--- src/rtl/apb_pkg.sv ---
`default_nettype none
// ============================================================================
// Module      : apb_pkg
// Description : Shared types and constants for the APB completer slice.
// Revision    : 1.0 - initial release
// ============================================================================
package apb_pkg;

    typedef enum logic [1:0] {
        IDLE   = 2'd0,
        SETUP  = 2'd1,
        ACCESS = 2'd2,
        ERR    = 2'd3
    } apb_state_e;

    localparam logic [1:0]  ALIGN_MASK          = 2'b11;
    localparam logic [31:0] DEFAULT_ID_VALUE    = 32'hA9B0_0001;
    localparam int          DEFAULT_WAIT_STATES = 2;

endpackage : apb_pkg
`default_nettype wire

--- src/rtl/apb_regfile.sv ---
`default_nettype none
// ============================================================================
// Module      : apb_regfile
// Description : Word register bank with byte-lane writes; entry 0 is a
//               read-only ID constant.
// Revision    : 1.0 - initial release
// ============================================================================
module apb_regfile #(
    parameter int                    DATA_WIDTH = 32,
    parameter int                    NUM_REGS   = 16,
    parameter logic [DATA_WIDTH-1:0] ID_VALUE   = '0
) (
    input  logic                      clk,
    input  logic                      rst_n,
    input  logic                      i_wr_en,
    input  logic [$clog2(NUM_REGS)-1:0] i_idx,
    input  logic [DATA_WIDTH-1:0]     i_wdata,
    input  logic [DATA_WIDTH/8-1:0]   i_be,
    output logic [DATA_WIDTH-1:0]     o_rdata
);

    localparam int c_idx_w = $clog2(NUM_REGS);

    logic [DATA_WIDTH-1:0] w_regs [NUM_REGS];

    assign w_regs[0] = ID_VALUE;

    for (genvar i = 1; i < NUM_REGS; i++) begin : g_reg
        logic [DATA_WIDTH-1:0] r_q;

        always_ff @(posedge clk or negedge rst_n) begin
            if (!rst_n) begin
                r_q <= '0;
            end else if (i_wr_en && (i_idx == c_idx_w'(i))) begin
                for (int b = 0; b < DATA_WIDTH/8; b++) begin
                    if (i_be[b]) begin
                        r_q[8*b +: 8] <= i_wdata[8*b +: 8];
                    end
                end
            end
        end

        assign w_regs[i] = r_q;
    end

    assign o_rdata = w_regs[i_idx];

endmodule : apb_regfile
`default_nettype wire

--- src/rtl/apb_completer.sv ---
`default_nettype none
// ============================================================================
// Module      : apb_completer
// Description : APB completer with programmable wait states, protocol and
//               decode error reporting. APB_COMPLETER_PSTRB_EN enables
//               byte-lane write strobes (otherwise writes replace the word).
// Revision    : 1.0 - initial release
// ============================================================================
module apb_completer
    import apb_pkg::*;
#(
    parameter int                    ADDR_WIDTH  = 32,
    parameter int                    DATA_WIDTH  = 32,
    parameter int                    NUM_REGS    = 16,
    parameter int                    WAIT_STATES = DEFAULT_WAIT_STATES,
    parameter logic [DATA_WIDTH-1:0] ID_VALUE    = DATA_WIDTH'(DEFAULT_ID_VALUE)
) (
    input  logic                    pclk,
    input  logic                    presetn,
    input  logic                    psel,
    input  logic                    penable,
    input  logic                    pwrite,
    input  logic [ADDR_WIDTH-1:0]   paddr,
    input  logic [DATA_WIDTH-1:0]   pwdata,
    input  logic [DATA_WIDTH/8-1:0] pstrb,
    output logic [DATA_WIDTH-1:0]   prdata,
    output logic                    pready,
    output logic                    pslverr
);

    localparam int                    c_idx_w    = $clog2(NUM_REGS);
    localparam int                    c_cnt_w    = (WAIT_STATES > 0) ? $clog2(WAIT_STATES + 1) : 1;
    localparam logic [c_cnt_w-1:0]    c_wait     = c_cnt_w'(WAIT_STATES);
    localparam logic [ADDR_WIDTH-3:0] c_num_regs = (ADDR_WIDTH-2)'(NUM_REGS);

    apb_state_e r_state;
    apb_state_e w_next;

    logic [c_cnt_w-1:0]      r_cnt;
    logic [ADDR_WIDTH-1:0]   r_addr;
    logic                    r_write;
    logic [DATA_WIDTH-1:0]   r_wdata;
    logic [DATA_WIDTH/8-1:0] r_strb;

    logic                    w_done;
    logic                    w_abort;
    logic                    w_dec_err;
    logic                    w_wr_en;
    logic [DATA_WIDTH/8-1:0] w_be;
    logic [DATA_WIDTH-1:0]   w_rdata;
    logic [ADDR_WIDTH-3:0]   w_word;

    assign w_word  = r_addr[ADDR_WIDTH-1:2];
    assign w_done  = (r_state == ACCESS) && (r_cnt == c_wait);
    assign w_abort = !psel || !penable || (paddr != r_addr) || (pwrite != r_write);

    assign w_dec_err = ((r_addr[1:0] & ALIGN_MASK) != 2'b00)
                     || (w_word >= c_num_regs)
                     || (r_write && (w_word == '0))
                     || (!r_write && (r_strb != '0));

    assign w_wr_en = w_done && r_write && !w_dec_err;

`ifdef APB_COMPLETER_PSTRB_EN
    assign w_be = r_strb;
`else
    assign w_be = '1;
`endif

    always_ff @(posedge pclk or negedge presetn) begin
        if (!presetn) begin
            r_state <= IDLE;
            r_cnt   <= '0;
            r_addr  <= '0;
            r_write <= 1'b0;
            r_wdata <= '0;
            r_strb  <= '0;
        end else begin
            r_state <= w_next;
            if ((r_state == IDLE) && psel && !penable) begin
                r_addr  <= paddr;
                r_write <= pwrite;
                r_wdata <= pwdata;
                r_strb  <= pstrb;
            end
            // Counter restarts on ACCESS entry and holds once it reaches the wait limit
            if ((w_next == ACCESS) && (r_state != ACCESS)) begin
                r_cnt <= '0;
            end else if ((r_state == ACCESS) && (r_cnt != c_wait)) begin
                r_cnt <= r_cnt + 1'b1;
            end
        end
    end

    always_comb begin
        w_next  = r_state;
        pready  = 1'b0;
        pslverr = 1'b0;
        prdata  = '0;
        case (r_state)
            IDLE: begin
                if (psel && !penable) begin
                    w_next = SETUP;
                end else if (psel && penable) begin
                    w_next = ERR;
                end
            end
            SETUP: begin
                w_next = (psel && penable) ? ACCESS : ERR;
            end
            ACCESS: begin
                // Bus changes are only policed while waiting, never on the completion cycle
                if (w_done) begin
                    w_next  = IDLE;
                    pready  = 1'b1;
                    pslverr = w_dec_err;
                    if (!r_write && !w_dec_err) begin
                        prdata = w_rdata;
                    end
                end else if (w_abort) begin
                    w_next = ERR;
                end
            end
            ERR: begin
                w_next  = IDLE;
                pready  = 1'b1;
                pslverr = 1'b1;
            end
            default: w_next = IDLE;
        endcase
    end

    apb_regfile #(
        .DATA_WIDTH (DATA_WIDTH),
        .NUM_REGS   (NUM_REGS),
        .ID_VALUE   (ID_VALUE)
    ) u_regfile (
        .clk     (pclk),
        .rst_n   (presetn),
        .i_wr_en (w_wr_en),
        .i_idx   (r_addr[c_idx_w+1:2]),
        .i_wdata (r_wdata),
        .i_be    (w_be),
        .o_rdata (w_rdata)
    );

endmodule : apb_completer
`default_nettype wire

--- config.mk ---
export PLATFORM = sky130hd
export DESIGN_NAME = apb_completer
export DESIGN_NICKNAME = d
export VERILOG_FILES = /design/src/rtl/apb_pkg.sv /design/src/rtl/apb_regfile.sv /design/src/rtl/apb_completer.sv
export SDC_FILE = /design/constraint.sdc
export NUM_CORES = 1
export LEC_CHECK = 0
export CORE_AREA = 2 2 259 159
export DETAILED_ROUTE_END_ITERATION = 8
export DIE_AREA = 0 0 261 161
export PLACE_DENSITY = 0.85
export SYNTH_ARGS = -nofsm -noshare
export SYNTH_HDL_FRONTEND = slang
export SYNTH_HIERARCHICAL = 1
export SYNTH_SLANG_ARGS = --single-unit
--- constraint.sdc ---
create_clock -name pclk -period 4.85 [get_ports pclk]
set_input_delay 0.97 -clock pclk [delete_from_list [all_inputs] [get_ports pclk]]
set_output_delay 0.97 -clock pclk [all_outputs]
set_load 0.02 [all_outputs]
==> run summary <==
The run finished with clean final reports. The final total negative setup slack came out at 0 ps. The critical path is of the flop to primary output type.

The count of port buffers added during placement came out at ~110. The summed instance area of the synthesized netlist is about 26000 sq um. TritonCTS built the clock tree. After synthesis the netlist holds a flip-flop and latch count of 553.

The design area is roughly 30000 sq um. The parity-gate share of the synthesized area counting xor and xnor cells is 1.11%. For this design, the CTS-stage hold fixing added 0 buffers. The number of rows created at floorplan came out at 57. The final clock skew came out at 19.8 ps. The final max-slew violation count is 0. The fraction of layout cells with a size suffix above 1 is 45.9%. The unique cell type count in the Yosys netlist came out at between 40 and 50.

The portion of the post-synthesis area used by sequential elements came out at 53.3%. The biggest area contributor in the post-synthesis netlist is sky130_fd_sc_hd__dfrtp_1. The path type of the worst min-delay path is input pin to async pin. The data arrival at the endpoint of the critical path came out at 3530 ps. The remaining global-route overflow is 0.

The number of buffers created by CTS came out at 50. The required arrival time at the worst endpoint came out at 3880 ps. The via count of the routed design came out at 15500.

The worst slew slack as a fraction of its limit is 26.4%. The mean cell area of the mapped netlist is around 15 sq um. The width of the die is about 260 um.

The global routing usage on met1 is between 40% and 50%. The total of cells resized after clock tree synthesis is 0. The tool flagged a number of max-cap violations equal to 0. STA classifies the critical path endpoint as a primary output.

The number of I/O pins came out at 107. The adder-cell share of the synthesized area came out at 0.0482%. The maximum VDD drop is between 300 and 400 uV. The cell count after synthesis came out at 1729. The area of the core region is slightly below 40000 sq um. No sink is reached through more buffers than the 3 on the longest clock path.

The H-tree depth came out at 2. The critical path launch point type is a flop. In this run the clock root is driven by a sky130_fd_sc_hd__clkbuf_16.

The number of warnings issued by yosys came out at 6. Entering global routing, the biggest net connects approximately 120 pins. The fraction of post-synthesis cell area in the top cell type by area is between 50 and 60%. The global routing stage identified its most utilized layer as met2. The share of cell area taken by muxes after synthesis came out at 34.2%. Summing the areas of all compound-gate instances in the mapped netlist gives 3.56% of the synthesized area.

Once the floorplan was initialized, standard cells occupied 65.2% of the core. The synthesized design contains 0 enable-type register cells. 0 antenna diodes ended up in the layout. The final setup violation count came out at 0. The power per standard cell area came out at 461 nW/um^2. The detailed-router iteration count before antenna repair came out at 5. The detail route stage leaves a number of antenna-violating nets equal to 0. The wire length of the first global-routing pass came out at 97200 um.

The ratio of routed vias to standard cells is 6.50. The maximum net fanout on the critical path is 20. Counting flops with an async set or reset pin after synthesis yields a share of 100%. The final clock period utilization by the worst path came out at 92.8%. The global-route total usage across every layer is 30.1%.

The final layout contains routed wiring with a total length of 60800 um. The routed length per placed instance is about 25 um. The global-route track usage on met2 came out at 46.2%. For this run, global-route usage on met3 was measured as ~5%. By instance count, the leading cell after synthesis is sky130_fd_sc_hd__mux2_2. Setup repair after global routing left no endpoint under its margin. The post-CTS repair timing setup buffer count is 0. The simple-gate share of the synthesized area came out at 5.36%. By area, the combinational part of the netlist is dominated by multiplexers.

The final hold violation count came to 0. The detailed-placement wirelength estimate came out at between 30000 and 40000 um. The source-to-sink clock delay at the later pin of the worst-skew pair is about 580 ps. The final weighted congestion in routability-driven placement came out at around 0.82.

The achievable clock frequency is 0.222 GHz. Ranked by instance count, the synthesized netlist is headed by 561 x sky130_fd_sc_hd__mux2_2, 553 x sky130_fd_sc_hd__dfrtp_1, 80 x sky130_fd_sc_hd__mux2i_1. The via count of the first global-routing pass is between 15000 and 20000. The DRC violation count after routing came out at 0. By area the synthesized netlist is led by sky130_fd_sc_hd__dfrtp_1 53%, sky130_fd_sc_hd__mux2_2 24%, sky130_fd_sc_hd__mux4_2 6.2%. The placement-stage cell area came out at 27600 sq um. The static leakage came out at 0.0137 uW.

Clock-pin slew was measured on the worst setup and hold paths at around 70 ps. The post-route minimum period is 4500 ps. The number of antenna violations at the first check in global routing came out at 0.

The count of filler cells inserted in the layout is 2410. Power comes to 13600 uW. The floorplan step set the die height to 161 um. The die area is 42000 sq um. The number of nets in the layout is 1892. The area overhead of the layout relative to synthesis is 13.3%. The commonest register cell after synthesis is sky130_fd_sc_hd__dfrtp_1. The detailed router's first-iteration violation count is approximately 1100. The count of clock tree sinks is 553. The slew of the pin with the lowest slew margin came out at 1100 ps.
## sequential cells by signal, summed over array words and instances (netlist names)
register	count
r_write	1
r_addr	32
r_state	2
r_cnt	2
r_wdata	32
r_strb	4
u_regfile/g.r_q	480
## critical path, cell delays in order, from the launching register on
cell                              delay [ps]
sky130_fd_sc_hd__dfrtp_4                 630
sky130_fd_sc_hd__nor2b_4                 550
sky130_fd_sc_hd__buf_4                   320
sky130_fd_sc_hd__a221o_1                 210
sky130_fd_sc_hd__a21oi_1                  80
sky130_fd_sc_hd__a21oi_1                 320
sky130_fd_sc_hd__nor3b_2                 210
sky130_fd_sc_hd__clkdlybuf4s50_1         620
## layout by cell type (no fill, tap or decap), drive strengths merged, types with 3 or more instances in the layout
| cell | count |
|---|---|
| mux2i | 80 |
| a22oi | 24 |
| xnor2 | 22 |
| clkbuf | 66 |
| a211oi | 8 |
| nor2b | 5 |
| nor3b | 33 |
| a221oi | 10 |
| nor2 | 29 |
| buf | 41 |
| nand2b | 4 |
| bufinv | 11 |
| nand3 | 11 |
| nand4 | 6 |
| a21oi | 50 |
| dfrtp | 553 |
| clkdlybuf4s50 | 105 |
| nand2 | 16 |
| conb | 8 |
| xor2 | 11 |
| o22ai | 9 |
| inv | 11 |
| nor4 | 13 |
| clkinv | 12 |
| mux2 | 572 |
| mux4 | 72 |
| nor3 | 38 |
| a221o | 25 |
| o21ai | 3 |
## kinds of logic (layout without fill, tap and decap cells)
logic type                 Yosys count  count (layout)
buffers and inverters              126             247
xor gates and xnor gates            33              33
muxes                              724             724
adders and majority gates            1               1
and+or+nand+nor                    160             160
other                                1               8
DFF                                553             553
AOI/OAI and AO/OA                  131             131
## area by class of cell
class / instances / area (sq um) / area share, %
sequential: 553 / 13900 / 47.1
multi-input combinational: 1057 / 11500 / 39.2
clock buffer: 66 / 1400 / 4.77
tap: 531 / 664 / 2.26
timing repair buffer: 146 / 1500 / 5.12
inverter: 10 / 37.5 / 0.128
clock inverter: 25 / 410 / 1.40
## power by group
part	internal (uW)	leakage, uW	switching, uW
logic	1380	0.00527	2010
clock network	2620	0.000896	1750
registers	4920	0.00758	882
## routing by layer
layer	share of wire, %	wire length (um)
met1	45	27500
met2	47	28400
met3	6.1	3690
met4	2.1	1260
met5	0	0
## metrics by stage
stage,setup WS (ps),instances,hold slack (ps),utilization (%)
2_1_floorplan,1850,1736,453,-
3_3_place_gp,1020,2297,464,69.3
3_5_place_dp,978,2297,477,69.3
4_1_cts,357,2388,492,73.9
5_1_grt,250,2388,506,73.9
6_report,349,2388,480,73.9
## path summary, 6_finish.rpt
path / startpoint / endpoint / slack [ps] / cells after the start
worst min-delay path: presetn / u_regfile/g_reg[4].r_q[5] / 480 / 1
worst max-delay path: r_addr[3] / prdata[26] / 350 / 7
min in group pclk: u_regfile/g_reg[4].r_q[22] / u_regfile/g_reg[4].r_q[22] / 490 / 1
worst min register to register: u_regfile/g_reg[4].r_q[22] / u_regfile/g_reg[4].r_q[22] / 490 / 1
max in group asynchronous: presetn / u_regfile/g_reg[7].r_q[15] / 3240 / 2
worst max register to register: r_addr[20] / u_regfile/g_reg[3].r_q[21] / 880 / 11
Note: power is estimated with default switching activity, not from simulation.
